--- config.mk ---
export PLATFORM = sky130hd
export DESIGN_NAME = alu_unit
export DESIGN_NICKNAME = d
export VERILOG_FILES = /design/src/rtl/cpu_pkg.sv /design/src/rtl/alu_core.sv /design/src/rtl/alu_unit.sv
export SDC_FILE = /design/constraint.sdc
export NUM_CORES = 1
export LEC_CHECK = 0
export ABC_AREA = 1
export CELL_PAD_IN_SITES_DETAIL_PLACEMENT = 2
export CELL_PAD_IN_SITES_GLOBAL_PLACEMENT = 2
export CORE_ASPECT_RATIO = 0.7
export CORE_UTILIZATION = 27
export DETAILED_ROUTE_END_ITERATION = 6
export PLACE_DENSITY = 0.76
export SETUP_SLACK_MARGIN = 0.3
export SLEW_MARGIN = 20
export SYNTH_ARGS = -nofsm -noshare
export SYNTH_HDL_FRONTEND = slang
export SYNTH_SLANG_ARGS = --single-unit
--- constraint.sdc ---
create_clock -name clk -period 0.8 [get_ports clk]
set_input_delay 0.24 -clock clk [delete_from_list [all_inputs] [get_ports clk]]
set_output_delay 0.24 -clock clk [all_outputs]
set_load 0.005 [all_outputs]
--- src/rtl/cpu_pkg.sv ---
// Shared CPU definitions: ALU operation encodings used by both the control
// unit and the execute-stage ALU.
package cpu_pkg;

    localparam int unsigned ALUOP_W = 4;

    localparam logic [ALUOP_W-1:0] ALUOp_Add  = 4'd0;
    localparam logic [ALUOP_W-1:0] ALUOp_Addu = 4'd1;
    localparam logic [ALUOP_W-1:0] ALUOp_Sub  = 4'd2;
    localparam logic [ALUOP_W-1:0] ALUOp_Subu = 4'd3;
    localparam logic [ALUOP_W-1:0] ALUOp_And  = 4'd4;
    localparam logic [ALUOP_W-1:0] ALUOp_Or   = 4'd5;
    localparam logic [ALUOP_W-1:0] ALUOp_Xor  = 4'd6;
    localparam logic [ALUOP_W-1:0] ALUOp_Nor  = 4'd7;
    localparam logic [ALUOP_W-1:0] ALUOp_Sll  = 4'd8;
    localparam logic [ALUOP_W-1:0] ALUOp_Srl  = 4'd9;
    localparam logic [ALUOP_W-1:0] ALUOp_Slt  = 4'd10;
    localparam logic [ALUOP_W-1:0] ALUOp_Sltu = 4'd11;
    localparam logic [ALUOP_W-1:0] ALUOp_Lui  = 4'd12;

endpackage

--- src/rtl/alu_core.sv ---
// Combinational ALU datapath: result and signed-overflow flag for one op.
module alu_core
    import cpu_pkg::*;
#(
    parameter int unsigned WIDTH = 32
) (
    input  logic [WIDTH-1:0]   a,
    input  logic [WIDTH-1:0]   b,
    input  logic [ALUOP_W-1:0] op,
    input  logic [4:0]         shamt,
    output logic [WIDTH-1:0]   result,
    output logic               overflow
);

    logic [WIDTH-1:0] sum;
    logic [WIDTH-1:0] diff;
    logic             sign_a;
    logic             sign_b;
    logic             slt_s;
    logic             slt_u;

    assign sum    = a + b;
    assign diff   = a - b;
    assign sign_a = a[WIDTH-1];
    assign sign_b = b[WIDTH-1];
    // Direct comparators, not a subtraction's sign bit, so extreme operands compare exactly
    assign slt_s  = $signed(a) < $signed(b);
    assign slt_u  = a < b;

    // Select the result for the requested op; overflow only for signed add/sub
    always_comb begin
        result   = '0;
        overflow = 1'b0;
        case (op)
            ALUOp_Add: begin
                result   = sum;
                overflow = (sign_a == sign_b) && (sum[WIDTH-1] != sign_a);
            end
            ALUOp_Addu: result = sum;
            ALUOp_Sub: begin
                result   = diff;
                overflow = (sign_a != sign_b) && (diff[WIDTH-1] != sign_a);
            end
            ALUOp_Subu: result = diff;
            ALUOp_And:  result = a & b;
            ALUOp_Or:   result = a | b;
            ALUOp_Xor:  result = a ^ b;
            ALUOp_Nor:  result = ~(a | b);
            ALUOp_Sll:  result = b << shamt;
            ALUOp_Srl:  result = b >> shamt;
            ALUOp_Slt:  result = {{(WIDTH-1){1'b0}}, slt_s};
            ALUOp_Sltu: result = {{(WIDTH-1){1'b0}}, slt_u};
            ALUOp_Lui:  result = {b[(WIDTH/2)-1:0], {(WIDTH/2){1'b0}}};
            default: begin
                result   = '0;
                overflow = 1'b0;
            end
        endcase
    end

endmodule

--- src/rtl/alu_unit.sv ---
// Execute-stage ALU: combinational core followed by the EX/MEM result register.
module alu_unit
    import cpu_pkg::*;
#(
    parameter int unsigned WIDTH = 32
) (
    input  logic               clk,
    input  logic               rst_n,
    input  logic [WIDTH-1:0]   inA,
    input  logic [WIDTH-1:0]   inB,
    input  logic [ALUOP_W-1:0] ALUOp,
    input  logic [4:0]         shamt,
    output logic [WIDTH-1:0]   out,
    output logic               overFlow
);

    logic [WIDTH-1:0] core_result;
    logic             core_overflow;

    alu_core #(
        .WIDTH(WIDTH)
    ) u_core (
        .a        (inA),
        .b        (inB),
        .op       (ALUOp),
        .shamt    (shamt),
        .result   (core_result),
        .overflow (core_overflow)
    );

    // Register result and flag every cycle; reset clears them asynchronously
    always_ff @(posedge clk or negedge rst_n) begin
        if (!rst_n) begin
            out      <= '0;
            overFlow <= 1'b0;
        end else begin
            out      <= core_result;
            overFlow <= core_overflow;
        end
    end

endmodule

==> flow_metrics.py, run 1 <==
metrics = {
    "logic_synthesis": {
        "synth_nets": 2331,
        "async_flop_share": 1.00,
        "ys_seq_area_frac": 0.0750,
        "ys_ff_latch": 33,
        "synth_edf_count": 0,
        "postSynthAreaPerCell_um2": 5.10,
        "synth_area_um2": 11000,
        "synth_top_area_frac": 0.236,
        "syn-instance-count": 2157,
        "yosysWarnings": 0,
        "synthTopCellsByArea": "nand2_1 (24%), nand3_1 (20%), ha_1 (11%)",
        "synth_area_leader_cell": "nand2_1",
        "ys.flop_type": "dfrtp_1",
        "synth.distinct_cells": 46,
    },
    "clock_tree": {
        "cts_max_level": 2,
        "cts.sinks": 33,
        "cts_resized": 1004,
        "cts_buffers": 5,
        "clk_path_buf_depth": 2,
        "root_buffer": "clkbuf_16",
        "cts_post_setup_buffers_inserted": 86,
    },
    "outcome": {
        "status": "did not finish",
        "error_line": "[ERROR DPL-0033] detailed placement checks failed during check placement.",
        "haltStage": "clock tree synthesis (4_1_cts)",
    },
    "placement": {
        "port_buffers": 107,
        "place.gp.congestion": 1.01,
        "dp_slack_ns": -2.09,
        "dp_hpwl_um": 79700,
    },
    "die": {
        "rows": 61,
        "die_w_um": 243,
        "start_util": 0.276,
        "ios": 108,
        "die_h_um": 171,
    },
}
[cell families after synthesis]
group                      share of synthesized area
buffers and inverters                          0.160
adders and majority gates                      0.114
and+or+nand+nor                                0.550
DFF                                           0.0750
xor gates and xnor gates                     0.00159
AOI/OAI and AO/OA                             0.0991
[cell usage after synthesis, types with 4 or more instances]
cell	n
nand2_1	691
nand4_1	20
nand3b_1	6
clkbuf_1	17
buf_6	6
inv_1	323
nor4_1	5
a21oi_1	58
buf_2	54
nor3_1	21
clkbuf_2	5
nand3_1	431
o21ai_0	51
dfrtp_1	33
o211ai_1	23
o21a_1	6
buf_4	8
nand2_2	5
inv_2	7
ha_1	97
o21ai_1	4
nor2_1	206
and2_1	13
o22ai_1	27
buf_1	4
o21bai_1	7
[per-stage QoR]
stage	setup TNS [ns]	instance area, um^2	std cells
after detailed placement	-71.21	17600	3266
after global placement	-66.83	17600	3266
after floorplan	-23.88	12100	2157
==> run 2: changes to the inputs <==
Settings changed: CELL_PAD_IN_SITES_DETAIL_PLACEMENT 2 to unset, CELL_PAD_IN_SITES_GLOBAL_PLACEMENT 2 to unset, CORE_ASPECT_RATIO 0.7 to unset, CORE_UTILIZATION 27 to 40, PLACE_DENSITY 0.76 to unset, PLACE_DENSITY_LB_ADDON set to 0.15, SETUP_SLACK_MARGIN 0.3 to unset.
Clock period 0.8 ns to 1.04 ns, I/O delays scaled along.
==> run 2 against run 1 <==
  * The flow now finishes, with violations (design-rule violations, negative setup slack)
  * Synthesized area unchanged
  * Synthesized cell count unchanged
==> flow_metrics.py, run 2 <==
metrics = {
    "hold_path": {
        "hold_class": "primary input to async pin",
    },
    "die": {
        "rows": 60,
        "ios": 108,
        "start_util": 0.408,
        "core_area_um2": 27000,
        "die_area_um2": 28200,
        "die_h_um": 168,
        "die_w_um": 168,
    },
    "cells_and_area": {
        "drive_gt1_frac": 0.511,
        "num_antenna_cells": 0,
        "top_regs": "out (32), overFlow (1)",
        "final_cell_mix": "buf_4 (489), nand2_1 (463), nand3_1 (325)",
        "mostFrequentLayoutCell": "buf_4",
        "layout-area-overhead-vs-synth_pct": 82.9,
        "largest_reg_flops": 32,
        "nets": 2925,
        "largest-register": "out",
    },
    "clock_tree": {
        "cts_buffers": 5,
        "clk_path_buf_depth": 2,
        "cts_max_level": 2,
        "cts.sinks": 33,
        "root_buffer": "clkbuf_16",
        "cts_tree": "yes",
        "clk_pin_slew_ns": 0.06,
    },
    "global_route": {
        "grt_pass1_vias": 16491,
        "grt_pass1_wl_um": 95100,
        "grt_max_degree": 28,
        "antenna_found_initial": 0,
        "track_usage": 0.451,
        "grt_overflow": 0,
    },
    "logic_synthesis": {
        "synth_common_cells": "nand2_1 (691), nand3_1 (431), inv_1 (323), nor2_1 (206), ha_1 (97)",
        "synth_area_um2": 11000,
        "syn-instance-count": 2157,
        "synthTopCellsByArea": "nand2_1 (24%), nand3_1 (20%), ha_1 (11%)",
        "synth_edf_count": 0,
        "yosysWarnings": 0,
        "ys.flop_type": "dfrtp_1",
        "ys_ff_latch": 33,
        "ys_seq_area_frac": 0.0750,
        "yosysMostFrequentCell": "nand2_1",
        "synth.distinct_cells": 46,
        "synth_area_leader_cell": "nand2_1",
        "synth_top_area_frac": 0.236,
        "postSynthAreaPerCell_um2": 5.10,
        "synth_nets": 2331,
        "async_flop_share": 1.00,
    },
    "sta": {
        "layout_worst_path_cycle_share": 1.79,
        "fin_setup_tns_ns": -25.84,
        "hold_violations": 0,
        "rsz0062_at_grt": "true",
        "setup_slack_ns": -0.818,
        "setup-violations-final": 66,
        "period_minus_slack_ns": 1.86,
        "clock.fmax_ghz": 0.538,
        "max_slew_margin": 0.696,
        "hold_slack_ns": 0.401,
        "report.final.slew_viol_count": 0,
        "tightest_slew_ns": 0.455,
    },
    "critical_path": {
        "crit_type": "primary input to flop",
        "cp_data_required_time_ns": 1.21,
        "cp_max_fo": 2,
        "cp.arrival_ns": 2.03,
        "start_kind": "primary input",
        "setup.worst_path.end_class": "flop",
    },
    "pwr": {
        "p_per_area_nw_per_um2": 694,
        "peakVddDrop_mv": 0.576,
        "p_leak_uw": 0.0105,
    },
    "route": {
        "wl_per_cell_um": 21.8,
        "first_iter_violations": 1963,
        "firstDrtPassIters": 7,
        "wirelength_um": 67500,
        "ant_nets": 0,
        "routed_via_density": 5.81,
        "drc_errors": 2,
        "num_vias": 17961,
    },
    "outcome": {
        "violations": "design-rule violations, negative setup slack",
        "status": "finished, violations left",
    },
    "run": {
        "max_cap_violations": 0,
    },
    "placement": {
        "place.gp.congestion": 1.07,
        "port_buffers": 107,
        "dp_hpwl_um": 52300,
    },
}
## run 2: path summary, 6_finish.rpt
| check | start | endpoint |
|---|---|---|
| setup / recovery | inA[0] | out[4]$_DFF_PN0_ |
| hold / removal | rst_n | out[15]$_DFF_PN0_ |
| max in group asynchronous | rst_n | overFlow$_DFF_PN0_ |
| min in group clk | ALUOp[2] | overFlow$_DFF_PN0_ |
## run 2: power breakdown
group	internal (uW)	switching [uW]
combinational	4580	6190
sequential	1460	79.4
clock	944	725
total	6980	6990
## run 2: final cells by class
class                           count  area (um^2)
Clock buffer                        6          139
Clock inverter                      1         7.51
Fill cell                        2130         6820
Inverter                          331         1410
Multi-Input combinational cell   1699        11600
Sequential cell                    33          826
Tap cell                          341          427
Timing Repair Buffer              681         5740
## run 2: worst max-delay path, cell delays in order
cell and delay [ns]:
buf_12 0.12, inv_12 0.05, ha_4 0.15, inv_4 0.04, fa_2 0.39, nand2_2 0.08, nand2_2 0.07, and2_4 0.15
buf_6 0.11, nor2_2 0.08, nor2_1 0.04, nand2_1 0.06, nand4_1 0.15, nor2_1 0.15, nand3_1 0.08
## run 2: kinds of logic after synthesis
kind of cell	after synthesis	share of synthesized area
adder cells (fa/ha/maj)	99	0.114
AO/OA/AOI/OAI	186	0.0991
flip-flops	33	0.0750
AND/OR/NAND/NOR	1411	0.550
buffers and inverters	426	0.160
XOR/XNOR	2	0.00159
## run 2: layer usage
layer  global-route usage  vias to the layer above  routed length, um
met5                    0                        -                  0
met4                0.248                        0               4680
met3               0.0658                      286               6740
met2                0.728                     1208              29900
met1                0.577                     8348              26200
li1                     -                     8119                  -
## run 2: what timing repair did
action,CTS,global route
endpoints found under the hold margin,4,0
resized for setup,906,329
endpoints found under the setup margin,66,66
pin swaps,253,206
hold buffers,1,0
setup buffers,72,28
cloned,3,0
## run 2: per-stage QoR
stage / instances / worst slack [ns] / util / total power [uW] / instance area [um^2]
finish: 3092 / -0.818 / 0.747 / 14000 / 20100
global placement: 2990 / -1.60 / 0.617 / 9820 / 16600
CTS: 3071 / -0.835 / 0.702 / 12700 / 18900
global route: 3092 / -0.929 / 0.747 / 14500 / 20100
floorplan: 2157 / -0.686 / - / 5810 / 12100
detailed placement: 2990 / -1.68 / 0.617 / 9900 / 16600
Note: power is estimated with default switching activity, not from simulation.
